`src/rtl/usb_ft_packet_tx_pkg.sv`:
```
// Shared framing constants and types for the FT245 upstream packet transmitter.
package usb_ft_packet_tx_pkg;

    localparam logic [7:0]  HDR_SYMBOL = 8'h55;
    localparam int unsigned HDR_LEN    = 12;
    localparam logic [7:0]  TRL_SYMBOL = 8'hAA;
    localparam int unsigned TRL_LEN    = 8;

    typedef enum logic [1:0] {IDLE, HEADER, PAYLOAD, TRAILER} ft_tx_state_t;
    typedef enum logic [1:0] {WAIT_TXE, WR_HI, WR_LO} ft_byte_state_t;

    typedef struct packed {
        logic [15:0] addr;
        logic [15:0] data;
    } usb_word_t;

    function automatic int unsigned max3(input int unsigned a, input int unsigned b,
                                         input int unsigned c);
        int unsigned m;
        m = (a > b) ? a : b;
        return (m > c) ? m : c;
    endfunction

    // Wire order of an entry: addr low, addr high, data low, data high.
    function automatic logic [7:0] payload_byte(input usb_word_t w, input logic [1:0] idx);
        logic [7:0] b;
        b = w.addr[7:0];
        case (idx)
            2'd1:    b = w.addr[15:8];
            2'd2:    b = w.data[7:0];
            2'd3:    b = w.data[15:8];
            default: b = w.addr[7:0];
        endcase
        return b;
    endfunction

endpackage

```
`src/rtl/usb_tx_word_fifo.sv`:
```
// Synchronous show-ahead FIFO of addr/data entries with level and full/empty flags.
module usb_tx_word_fifo
    import usb_ft_packet_tx_pkg::*;
#(
    parameter int unsigned DEPTH = 16
) (
    input  logic                     clk,
    input  logic                     rst_n,
    input  logic                     push,
    input  usb_word_t                wdata,
    input  logic                     pop,
    output usb_word_t                rdata,
    output logic [$clog2(DEPTH):0]   level,
    output logic                     full,
    output logic                     empty
);
    localparam int unsigned AW = $clog2(DEPTH);

    usb_word_t          mem_q [DEPTH];
    logic [AW-1:0]      wptr_q, rptr_q;
    logic [AW:0]        level_q;
    logic               do_push, do_pop;

    assign full    = (level_q == (AW+1)'(DEPTH));
    assign empty   = (level_q == '0);
    assign do_push = push & ~full;
    assign do_pop  = pop & ~empty;
    assign rdata   = mem_q[rptr_q];
    assign level   = level_q;

    always_ff @(posedge clk) begin
        if (!rst_n) begin
            wptr_q  <= '0;
            rptr_q  <= '0;
            level_q <= '0;
        end else begin
            if (do_push) wptr_q <= wptr_q + 1'b1;
            if (do_pop)  rptr_q <= rptr_q + 1'b1;
            case ({do_push, do_pop})
                2'b10:   level_q <= level_q + 1'b1;
                2'b01:   level_q <= level_q - 1'b1;
                default: level_q <= level_q;
            endcase
        end
    end

    always_ff @(posedge clk) begin
        if (do_push) mem_q[wptr_q] <= wdata;
    end

endmodule

```
`src/rtl/usb_ft_packet_tx.sv`:
```
// Frames buffered addr/data entries as header+payload+trailer and writes them to the FT245.
module usb_ft_packet_tx
    import usb_ft_packet_tx_pkg::*;
#(
    parameter logic [7:0]  HEADER_KEY_SYMBOL         = HDR_SYMBOL,
    parameter int unsigned HEADER_KEY_SYMBOL_NUMBER  = HDR_LEN,
    parameter logic [7:0]  TRAILER_KEY_SYMBOL        = TRL_SYMBOL,
    parameter int unsigned TRAILER_KEY_SYMBOL_NUMBER = TRL_LEN,
    parameter int unsigned PKT_WORDS                 = 2,
    parameter int unsigned FIFO_DEPTH                = 16,
    parameter int unsigned WR_HIGH_CYCLES            = 4,
    parameter int unsigned WR_LOW_CYCLES             = 2,
    parameter int unsigned TXE_TIMEOUT               = 1024
) (
    input  logic                          clk,
    input  logic                          rst_n,
    input  logic                          word_valid,
    output logic                          word_ready,
    input  logic [15:0]                   word_addr,
    input  logic [15:0]                   word_data,
    input  logic                          flush,
    input  logic                          rx_busy,
    input  logic                          FT_TXEn,
    output logic                          FT_WR,
    output logic [7:0]                    FT_DATA_Out,
    output logic                          FT_DATA_OE,
    output logic                          tx_busy,
    output logic                          pkt_sent,
    output logic                          timeout_err,
    output logic [$clog2(FIFO_DEPTH):0]   fifo_level
);
    localparam int unsigned LW = $clog2(FIFO_DEPTH) + 1;
    localparam int unsigned BW = $clog2(max3(HEADER_KEY_SYMBOL_NUMBER,
                                             TRAILER_KEY_SYMBOL_NUMBER, 4 * PKT_WORDS) + 1);
    localparam int unsigned TW = $clog2(TXE_TIMEOUT + 1);
    localparam int unsigned NW = $clog2(PKT_WORDS + 1);
    localparam int unsigned PW = $clog2(max3(WR_HIGH_CYCLES, WR_LOW_CYCLES, 1) + 1);

    ft_tx_state_t   state_q;
    ft_byte_state_t bstate_q;
    logic [BW-1:0]  byte_cnt_q;
    logic [PW-1:0]  phase_q;
    logic [TW-1:0]  tmo_q;
    logic [NW-1:0]  n_q, left_q, disc_q;
    logic           flush_pend_q, txe_meta_q, txe_s_q;

    usb_word_t      head;
    logic [LW-1:0]  level;
    logic           full, empty, fifo_pop, byte_done, start, tmo_hit;
    logic [BW-1:0]  last_idx;
    logic [7:0]     cur_byte;
    logic [NW-1:0]  start_n;

    usb_tx_word_fifo #(
        .DEPTH (FIFO_DEPTH)
    ) u_fifo (
        .clk   (clk),
        .rst_n (rst_n),
        .push  (word_valid),
        .wdata ({word_addr, word_data}),
        .pop   (fifo_pop),
        .rdata (head),
        .level (level),
        .full  (full),
        .empty (empty)
    );

    assign word_ready = ~full;
    assign fifo_level = level;

    always_comb begin
        last_idx = '0;
        cur_byte = '0;
        case (state_q)
            HEADER: begin
                last_idx = BW'(HEADER_KEY_SYMBOL_NUMBER - 1);
                cur_byte = HEADER_KEY_SYMBOL;
            end
            PAYLOAD: begin
                last_idx = BW'({n_q - NW'(1), 2'b11});
                cur_byte = payload_byte(head, byte_cnt_q[1:0]);
            end
            TRAILER: begin
                last_idx = BW'(TRAILER_KEY_SYMBOL_NUMBER - 1);
                cur_byte = TRAILER_KEY_SYMBOL;
            end
            default: ;
        endcase
    end

    assign byte_done = (bstate_q == WR_LO) && (phase_q == PW'(WR_LOW_CYCLES - 1));
    assign tmo_hit   = (tmo_q == TW'(TXE_TIMEOUT - 1));
    assign start     = (state_q == IDLE) && !rx_busy && (disc_q == '0) &&
                       ((level >= LW'(PKT_WORDS)) || (flush_pend_q && !empty));
    assign start_n   = (level >= LW'(PKT_WORDS)) ? NW'(PKT_WORDS) : NW'(level);
    // Entries leave the FIFO as their last byte completes, or one per cycle while
    // draining what an aborted packet had latched.
    assign fifo_pop  = ((state_q == PAYLOAD) && byte_done && (byte_cnt_q[1:0] == 2'b11)) ||
                       ((state_q == IDLE) && (disc_q != '0));

    always_ff @(posedge clk) begin
        if (!rst_n) begin
            state_q      <= IDLE;
            bstate_q     <= WAIT_TXE;
            byte_cnt_q   <= '0;
            phase_q      <= '0;
            tmo_q        <= '0;
            n_q          <= '0;
            left_q       <= '0;
            disc_q       <= '0;
            flush_pend_q <= 1'b0;
            txe_meta_q   <= 1'b1;
            txe_s_q      <= 1'b1;
            FT_WR        <= 1'b0;
            FT_DATA_Out  <= '0;
            FT_DATA_OE   <= 1'b0;
            tx_busy      <= 1'b0;
            pkt_sent     <= 1'b0;
            timeout_err  <= 1'b0;
        end else begin
            txe_meta_q  <= FT_TXEn;
            txe_s_q     <= txe_meta_q;
            pkt_sent    <= 1'b0;
            timeout_err <= 1'b0;
            if (flush)      flush_pend_q <= 1'b1;
            else if (start) flush_pend_q <= 1'b0;

            if (state_q == IDLE) begin
                if (fifo_pop) disc_q <= disc_q - 1'b1;
                if (start) begin
                    state_q    <= HEADER;
                    bstate_q   <= WAIT_TXE;
                    byte_cnt_q <= '0;
                    phase_q    <= '0;
                    tmo_q      <= '0;
                    n_q        <= start_n;
                    left_q     <= start_n;
                    FT_DATA_OE <= 1'b1;
                    tx_busy    <= 1'b1;
                end
            end else begin
                unique case (bstate_q)
                    WAIT_TXE: begin
                        FT_DATA_Out <= cur_byte;
                        if (!txe_s_q) begin
                            bstate_q <= WR_HI;
                            FT_WR    <= 1'b1;
                            phase_q  <= '0;
                            tmo_q    <= '0;
                        end else if (tmo_hit) begin
                            state_q     <= IDLE;
                            FT_DATA_OE  <= 1'b0;
                            tx_busy     <= 1'b0;
                            timeout_err <= 1'b1;
                            tmo_q       <= '0;
                            disc_q      <= left_q;
                            left_q      <= '0;
                        end else begin
                            tmo_q <= tmo_q + 1'b1;
                        end
                    end
                    WR_HI: begin
                        if (phase_q == PW'(WR_HIGH_CYCLES - 1)) begin
                            bstate_q <= WR_LO;
                            FT_WR    <= 1'b0;
                            phase_q  <= '0;
                        end else begin
                            phase_q <= phase_q + 1'b1;
                        end
                    end
                    WR_LO: begin
                        if (byte_done) begin
                            bstate_q <= WAIT_TXE;
                            phase_q  <= '0;
                            if (fifo_pop) left_q <= left_q - 1'b1;
                            if (byte_cnt_q == last_idx) begin
                                byte_cnt_q <= '0;
                                case (state_q)
                                    HEADER:  state_q <= PAYLOAD;
                                    PAYLOAD: state_q <= TRAILER;
                                    default: begin
                                        state_q    <= IDLE;
                                        pkt_sent   <= 1'b1;
                                        FT_DATA_OE <= 1'b0;
                                        tx_busy    <= 1'b0;
                                    end
                                endcase
                            end else begin
                                byte_cnt_q <= byte_cnt_q + 1'b1;
                            end
                        end else begin
                            phase_q <= phase_q + 1'b1;
                        end
                    end
                    default: bstate_q <= WAIT_TXE;
                endcase
            end
        end
    end

endmodule
```
`config.mk`:
```
export PLATFORM = sky130hd
export DESIGN_NAME = usb_ft_packet_tx
export DESIGN_NICKNAME = d
export VERILOG_FILES = /design/src/rtl/usb_ft_packet_tx_pkg.sv /design/src/rtl/usb_tx_word_fifo.sv /design/src/rtl/usb_ft_packet_tx.sv
export SDC_FILE = /design/constraint.sdc
export NUM_CORES = 1
export LEC_CHECK = 0
export CAP_MARGIN = 40
export CORE_ASPECT_RATIO = 1.5
export CORE_UTILIZATION = 45
export DETAILED_ROUTE_END_ITERATION = 10
export GPL_ROUTABILITY_DRIVEN = 0
export SYNTH_ARGS = -nofsm -noshare
export SYNTH_HDL_FRONTEND = slang
export SYNTH_SLANG_ARGS = --single-unit
```
`constraint.sdc`:
```
create_clock -name clk -period 5.6 [get_ports clk]
set_clock_uncertainty 0.05 [all_clocks]
set_input_delay 0.56 -clock clk [delete_from_list [all_inputs] [get_ports clk]]
set_output_delay 0.56 -clock clk [all_outputs]
set_load 0.03 [all_outputs]
```
## Word-level counts from Yosys, hierarchy flattened

Memories as Yosys holds them, arrays and structs flattened. A register that Yosys moved wholly into a read port is not among the register bits.
Index checks and enable logic that the tools add are counted.

- Output and inout port bits: 19
- Latch bits: 0
- Memory bits (read-only): 0
- Register bits after elaboration: 56
- Memories: 1
- Word-level logic and storage cells: 174
- RAM bits: 512

- Bitwise operators: 11
- Multipliers: 0
- Equal/unequal tests: 27
- Shifts and indexed selects: 0
- Mux-type cells: 64
- Reductions and logical operators: 41
- Add/subtract/negate cells: 10
- Divide/modulo/power cells: 0
- Magnitude comparators: 1

Memories:

| memory | words | width | rd ports | clocked after Yosys merged registers in | wr ports | line | source |
|---|---|---|---|---|---|---|---|
| u_fifo.mem_q | 16 | 32 | 1 | 1 | 1 | usb_tx_word_fifo.sv:19 | `usb_word_t mem_q [DEPTH];` |

Operator list:

| kind | count |
|---|---|
| 11-bit 2-to-1 mux | 5 |
| 8-bit case mux with 3 select lines | 2 |
| 2-bit 2-to-1 mux | 21 |
| 4-bit 2-to-1 mux | 7 |
| 2-bit nonzero test | 9 |
| 1-bit 2-to-1 mux | 15 |
| 3-bit 2-to-1 mux | 5 |
| 4-bit by 1-bit adder with 4-bit output, second input constant | 3 |
| 2-bit == test, second input constant | 6 |
| 3-bit != test, second input constant | 4 |
| 2-bit case mux with 2 select lines | 3 |
| 4-bit case mux with 3 select lines | 1 |
| 4-bit AND reduction | 3 |
| 6-bit AND reduction | 2 |
| 11-bit by 1-bit adder with 11-bit output, second input constant | 1 |
| 11-bit by 10-bit == test with 1-bit output, second input constant | 1 |
| 5-bit case mux with 2 select lines | 1 |
| 1-bit NOT | 9 |
| 3-bit case mux with 3 select lines | 1 |
| 2-bit by 1-bit == test with 1-bit output, second input constant | 4 |
| 1-bit logical AND | 8 |
| 7-bit AND reduction | 1 |
| 2-bit logical NOT | 3 |
| 2-bit != test, second input constant | 3 |
| 25 further kinds | 36 |

## Logic depth before layout (Yosys ltp)

Gate-level depths: netlist (run 1).

- Depth after elaboration: 9
- Mapped depth: 16

## Hierarchy

From an unflattened synthesis (run 1), not the netlist that was laid out.

- Cell total of the unflattened synthesis: 1155
- Area, all modules: 22883.2 um^2

By module, submodules not included:

| module | cells an instance | times used | area an instance (um^2) |
|---|---|---|---|
| usb_tx_word_fifo | 828 | 1 | 20324.5 |
| usb_ft_packet_tx | 327 | 1 | 2558.7 |

## Worst setup path after synthesis (run 1)

Ideal clock, no wire load.

- Path type: register -> register
- Start: reg u_fifo.level_q[1] (netlist: u_fifo.level[1])
- End: mem u_fifo.mem_q[3][0] in the netlist's numbering (enable)
- Arrival: 3869 ps
- Path buffers: 2
- Stages on the path, launching flop included: 8
- Period minus slack after synthesis: 4380 ps
- Library setup time: 461 ps
- Data required time: 5089 ps
- Path slack: 1220 ps
- Path through: dfxtp_1 buf_6 nor2_1 nand4bb_1 and2_1 clkbuf_1 nand2_1 nor3_1

- Longest elaborated chain between the ends: 5

Ends and longest elaborated chain:

| element | line | source |
|---|---|---|
| from (decl) | usb_tx_word_fifo.sv:21 | `logic [AW:0] level_q;` |
| from (signal assigned) | usb_tx_word_fifo.sv:40 | `2'b10: level_q <= level_q + 1'b1;` |
| from (signal assigned) | usb_tx_word_fifo.sv:41 | `2'b01: level_q <= level_q - 1'b1;` |
| from (signal assigned) | usb_tx_word_fifo.sv:42 | `default: level_q <= level_q;` |
| 5-bit == test | usb_tx_word_fifo.sv:24 | `assign full = (level_q == (AW+1)'(DEPTH));` |
| 1-bit NOT | n/a |  |
| via word_ready | usb_ft_packet_tx.sv:18 | `output logic word_ready,` |
| 1-bit AND | usb_tx_word_fifo.sv:26 | `assign do_push = push & ~full;` |
| 1-bit 2-to-1 mux | usb_tx_word_fifo.sv:48 | `if (do_push) mem_q[wptr_q] <= wdata;` |
| 1-bit 2-to-1 mux (implied by the code) | usb_tx_word_fifo.sv:48 |  |
| to (decl) | usb_tx_word_fifo.sv:19 |  |

The timed path passes the listed nets, and every way through them passes these cells.

## Final worst setup path (run 1)

- Start: reg byte_cnt_q[1]
- End: reg u_fifo.level_q[4] (netlist: u_fifo.level[4])

- Longest elaborated chain between the ends: 6
- Elaborated cells on any way between the ends: 8
- Those cells by class: eq/ne: 3; mux: 1; bitwise: 1; reduce/logical: 3

Ends and longest elaborated chain:

| element | line | source |
|---|---|---|
| from (decl) | usb_ft_packet_tx.sv:41 | `logic [BW-1:0] byte_cnt_q;` |
| from (signal assigned) | usb_ft_packet_tx.sv:189 | `byte_cnt_q <= byte_cnt_q + 1'b1;` |
| 2-bit == test (*) | usb_ft_packet_tx.sv:98 | `assign fifo_pop = ((state_q == PAYLOAD) && byte_done && (byte_cnt_q[1:0] == 2'b11)) \|\|` |
| 1-bit logical AND (*) | usb_ft_packet_tx.sv:98 |  |
| 1-bit logical OR (*) | usb_ft_packet_tx.sv:98 |  |
| 1-bit AND (*) | usb_tx_word_fifo.sv:27 | `assign do_pop = pop & ~empty;` |
| 2-bit by 1-bit == test with 1-bit output / 2-bit == test (equally long branches) | usb_tx_word_fifo.sv:39 | `case ({do_push, do_pop})` |
| 5-bit case mux with 2 select lines / 2-bit nonzero test (equally long branches) | n/a |  |

Mark *: on every way between the ends. The rest lies on a longest branch, timed or not.
A chain may end at the register's enable or synchronous reset.

==> results of run 1 <==
final timing paths:
path / slack (ns) / cells after the start / startpoint / to
setup / recovery: 1.86 / 13 / byte_cnt_q[1] / u_fifo.level[4]
hold reg to reg: 0.38 / 1 / txe_meta_q / txe_s_q
setup reg to reg: 1.86 / 13 / byte_cnt_q[1] / u_fifo.level[4]
hold / removal: 0.38 / 1 / txe_meta_q / txe_s_q
layout make-up:
type | count | area share (%)
Sequential cell | 572 | 63.34
Multi-Input combinational cell | 644 | 22.64
Clock buffer | 64 | 5.222
Timing Repair Buffer | 100 | 4.243
Tap cell | 663 | 3.168
Clock inverter | 34 | 1.056
Inverter | 23 | 0.3297
synthesized netlist by cell type (10+ instances only):
cell        n  area, µm²
edfxtp_1  512      15370
mux2i_1   106       1061
mux4_2     89       2004
nor2_1     78      292.8
nand2_1    64      240.2
dfxtp_1    60       1201
a21oi_1    43      215.2
a22oi_1    31      232.7
ha_1       25      312.8
clkbuf_1   24      90.09
o21ai_0    24      120.1
inv_1      22      82.58
buf_2      19      95.09
nor3_1     18      90.09
nand3_1    17      85.08
nand2b_1   14      87.58
a31oi_1    13      81.33
xnor2_1    12      105.1
nor2b_1    10      62.56
xor2_1     10      87.58
critical path: cells and delay by family, from the launching register on:
family	cells	cell delay [ns]
flops	1	0.47
fa+ha+maj	3	1.09
compound gates	5	1.07
xor+xnor	2	0.32
simple gates	3	0.62
where the power goes:
part           internal [mW]  total, mW  switching, mW
logic                  0.854       1.92           1.07
clock network           1.89       3.46           1.57
registers               4.81       4.97          0.163
state kept, by name (all words and copies together), names as in the netlist, 2 cells and up, named ones only:
register	flops
phase_q	3
u_fifo.wptr_q	4
state_q	2
FT_DATA_Out	8
u_fifo.mem_q	512
left_q	2
u_fifo.rptr_q	4
n_q	2
tmo_q	11
bstate_q	2
disc_q	2
byte_cnt_q	4
u_fifo.level	5
cell families (layout without fill, tap and decap cells):
kind of cell | Yosys count | count (layout) | synth area share, %
xor+xnor | 22 | 22 | 0.8461
fa+ha+maj | 25 | 25 | 1.374
mux | 196 | 196 | 13.51
buf+inv | 83 | 221 | 1.687
compound gates | 162 | 162 | 4.780
simple gates | 239 | 239 | 5.011
flops | 572 | 572 | 72.79
metal layers:
layer,vias to the layer above,global-route usage (%),part of all wire (%)
li1,5354,-,-
met1,6306,27.90,39
met2,410,39.17,52
met3,91,3.243,5.6
met4,0,7.671,3.2
met5,-,0,0
stage by stage:
stage	util [%]	worst slack, ns
floorplan	-	1.220
global route	52.59	1.472
finish	52.59	1.858
global placement	48.65	1.941
detailed placement	49.28	1.902
CTS	52.59	1.886
==> qor.yml, run 1 <==
avgSynthCellArea_um2: 17.53
ir_drop_mv: 0.3060
cp-end-kind: "flop"
numCtsBuffers: 53
crit_arrival_ns: 4.16
ctsResizeCount: 0
yosysUniqueCellTypes: 66
finalSetupTns_ns: 0
cp_slowest_stage_delay_ns: 0.47
n_fill_cell: 4067
syn_inst: 1299
ys.warnings.count: 0
avgRoutedWirePerCell_um: 26.69
hold_viol: 0
drc_errors: 0
yosysSeqAreaShare_pct: 72.79
min_period_ns: 3.742
hold_class: "reg -> reg"
grt_max_degree: 51
grt_pass1_vias: 12420
slowest_stage: "dfxtp_1"
synth-edff-count: 512
grt-ovfl-total: 0
grt.total_usage_pct: 22.29
cap_violations: 0
area_delta_synth_final_pct: 14.99
dp_cells: 2002
rsz0062_at_grt: "no"
slew_violations: 0
vias: 12160
placementRows: 100
critical_path.most_common_cell: "ha_1"
clock_sinks: 572
fin_cells: 2100
timing.fmax_mhz: 267.3
numPortBuffers: 56
htree_levels: 2
place_area_mm2: 0.02454
diodes: 0
cts_setup_buffers: 0
relSlewSlack_pct: 43.96
min_period_over_period_pct: 66.82
ys_seq_elements: 572
io_pins: 57
wirelength_um: 56050
critical_path_class: "reg -> reg"
dr.pass1.iters: 5
clk_pin_slew_ns: 0.06
setup_viol: 0
drtIter0Drc: 863
drtAntennaViolNets: 0
totalPowerFinal_mw: 10.36
drive_gt1_share_pct: 16.63
avgViaCountPerCell: 5.791
antenna_found_initial: 0
synth_flop_cell: "edfxtp_1"
multiInputGateArea_mm2: 0.005929
die-area_mm2: 0.05153
start_util_pct: 45.73
dpl.hpwl_um: 34910
power.leakage_nw: 8.144
fp.dieW_um: 185.7
status: "completed"
clk_latency_ns: 0.60
clockBufferDepth: 3
worst_setup_path_start_kind: "flop"
die_h_um: 277.5
holdWs_ns: 0.3765
syn-cell-area_mm2: 0.02277
seq_area_mm2: 0.01659
worstMarginPinSlew_ns: 0.8406
cts_tree: "yes"
layout_commonest_cell: "edfxtp_1"
grt_pass1_wl_um: 82170
nets: 1457
postCtsHoldBufs: 0
critPathMaxFanout: 8
core_mm2: 0.04980
synth_nets: 1362
power_density_mw_per_mm2: 395.4
required_ns: 6.02
final_cell_area_mm2: 0.02619
path_cells: "ha_1 -> nand4b_1 -> or2_2 -> a21oi_1 -> ha_1 -> xor2_1 -> ha_1 -> a21boi_0 -> o211a_1 -> o21bai_1 -> a21oi_1 -> xnor2_1 -> nor2_1"
root_buffer: "clkbuf_16"
mostFrequentLayoutCells: "512 x edfxtp_1, 106 x mux2i_1, 89 x mux4_2"
async_reset_ff_share_pct: 0
Power figures use the tool's default switching activity.
==> inputs of run 2 (changes only) <==
==> constraint.sdc (replaced) <==
create_clock -name clk -period 3.64 [get_ports clk]
set_clock_uncertainty 0.05 [all_clocks]
set_input_delay 0.364 -clock clk [delete_from_list [all_inputs] [get_ports clk]]
set_output_delay 0.364 -clock clk [all_outputs]
set_load 0.03 [all_outputs]
==> run 2 against run 1 <==
Net effect:
- critical path type unchanged
- highest routed layer unchanged
- clock power is 57% higher
- die area stayed put
- count of clock-buffer cells in the layout grew 2
- critical path depth unchanged
- via count increased by 0.56%
- core utilization increased by 0.15 points
==> qor.yml, run 2 (same netlist as run 1, synthesis figures left out) <==
status: "completed"
fp.dieW_um: 185.7  # unchanged
power_density_mw_per_mm2: 612.6  # +55%
relSlewSlack_pct: 50.94  # +7.0 points
vias: 12230  # +0.56%
avgViaCountPerCell: 5.766  # -0.44%
area_delta_synth_final_pct: 15.32
worst_setup_path_start_kind: "flop"
drtIter0Drc: 973  # +13%
ir_drop_mv: 0.4267  # +39%
grt.total_usage_pct: 22.14  # -0.15 points
clk_pin_slew_ns: 0.06  # about the same
totalPowerFinal_mw: 16.09  # +55%
min_period_over_period_pct: 87.28  # +20 points
core_mm2: 0.04980  # unchanged
n_fill_cell: 4084  # +0.42%
power.leakage_nw: 8.231  # +1.1%
die-area_mm2: 0.05153  # unchanged
reg.largest.list: "u_fifo.mem_q x512, tmo_q x11, FT_DATA_Out x8"
required_ns: 4.06  # -1.96 ns
diodes: 0  # unchanged
mostFrequentLayoutCells: "512 x edfxtp_1, 106 x mux2i_1, 89 x mux4_2"
timing.fmax_mhz: 314.8  # +18%
critical_path.most_common_cell: "ha_1"
path_cells: "ha_1 -> nand4b_1 -> or2_2 -> a21oi_1 -> ha_1 -> xor2_1 -> ha_1 -> a21boi_0 -> o211a_1 -> o21bai_1 -> a21oi_1 -> xnor2_1 -> nor2_1"
largest_register_ffs: 512  # unchanged
grt_pass1_vias: 12440  # +0.15%
antenna_found_initial: 0  # unchanged
setup_viol: 0  # unchanged
r2r-end: "u_fifo.level[4]"
dr.pass1.iters: 7  # +2
start_util_pct: 45.73  # unchanged
regToRegSetupSlack_ns: 0.46  # -1.40 ns
clock_sinks: 572  # unchanged
drc_errors: 0  # unchanged
cp_slowest_stage_delay_ns: 0.44  # -0.03 ns
placementRows: 100  # unchanged
grt-ovfl-total: 0  # unchanged
critPathMaxFanout: 8  # unchanged
dpl.hpwl_um: 35540  # +1.8%
cp_top_family: "adder cells"
grt_pass1_wl_um: 81830  # -0.42%
io_pins: 57  # unchanged
regToRegStartpoint: "state_q[1]"
worst-path-buf-inv: 0  # unchanged
nets: 1481  # +1.6%
regMostFlops: "u_fifo.mem_q"
postCtsHoldBufs: 0  # unchanged
crit_arrival_ns: 3.60  # -0.56 ns
grt_max_degree: 55  # +7.8%
rsz0062_at_grt: "no"
die_h_um: 277.5  # unchanged
holdWs_ns: 0.3058  # -0.07071 ns
numPortBuffers: 56  # unchanged
slowest_stage: "dfxtp_1"
drtAntennaViolNets: 0  # unchanged
r2r_cells: 13  # unchanged
layout_commonest_cell: "edfxtp_1"
min_period_ns: 3.177  # -0.5647 ns
worstMarginPinSlew_ns: 0.7336  # -0.1069 ns
slew_violations: 0  # unchanged
htree_levels: 2  # unchanged
cts_setup_buffers: 0  # unchanged
drive_gt1_share_pct: 17.97  # +1.3 points
ctsResizeCount: 0  # unchanged
hold_viol: 0  # unchanged
cp.depth: 13  # unchanged
wirelength_um: 55940  # -0.21%
cp-end-kind: "flop"
cap_violations: 0  # unchanged
cts_tree: "yes"
root_buffer: "clkbuf_16"
numCtsBuffers: 53  # unchanged
multiInputGateArea_mm2: 0.005939  # +0.17%
critical_path_class: "reg -> reg"
holdPathStages: 2  # +1
avgRoutedWirePerCell_um: 26.37  # -1.2%
clk_latency_ns: 0.59  # about the same
clockBufferDepth: 3  # unchanged
crit_path_start: "state_q[1]"
hold_class: "in -> reg"
utilization_pct: 52.74  # +0.15 points
seq_area_mm2: 0.01659  # unchanged
crit_end: "u_fifo.level[4]"
==> run 2: metal layers <==
layer,part of all wire [%],up-vias,global-route usage [%]
met5,0,-,0
met3,4.0,79,2.324
met4,2.6,0,6.284
met1,40,6416,28.01
li1,-,5404,-
met2,54,330,39.85
==> run 2: worst min path at each step <==
stage | start | end | slack [ns]
final | FT_TXEn | txe_meta_q | 0.31
after global routing | FT_TXEn | txe_meta_q | 0.30
after CTS | FT_TXEn | txe_meta_q | 0.28
after detailed placement | txe_meta_q | txe_s_q | 0.36
after global placement | txe_meta_q | txe_s_q | 0.36
after floorplan | txe_meta_q | txe_s_q | 0.34
==> run 2: cell type report <==
type / instances / area share (%)
well taps: 663 / 3.159
repair buffers: 124 / 4.364
multi-input cells: 644 / 22.62
clock inverters: 29 / 1.101
inverters: 23 / 0.3287
flip-flops and latches: 572 / 63.16
clock buffers: 66 / 5.274
==> run 2: per-stage QoR <==
stage | setup TNS [ns] | instances | setup WS (ns) | area, µm²
after CTS | 0 | 2121 | 0.4630 | 26260
after global routing | 0 | 2121 | 0.1684 | 26260
after global placement | 0 | 2026 | 0.5398 | 24590
after floorplan | -45.08 | 1299 | -0.7044 | 22780
after detailed placement | 0 | 2026 | 0.4760 | 24590
final | 0 | 2121 | 0.4631 | 26260
==> run 2: power by group <==
| part | switching, mW | total, mW | leakage [nW] | internal (mW) |
|---|---|---|---|---|
| Combinational | 1.72 | 3.09 | 2.30 | 1.36 |
| Sequential | 0.180 | 7.58 | 5.11 | 7.40 |
| Clock | 2.37 | 5.42 | 0.815 | 3.05 |
| Total | 4.27 | 16.1 | 8.23 | 11.8 |
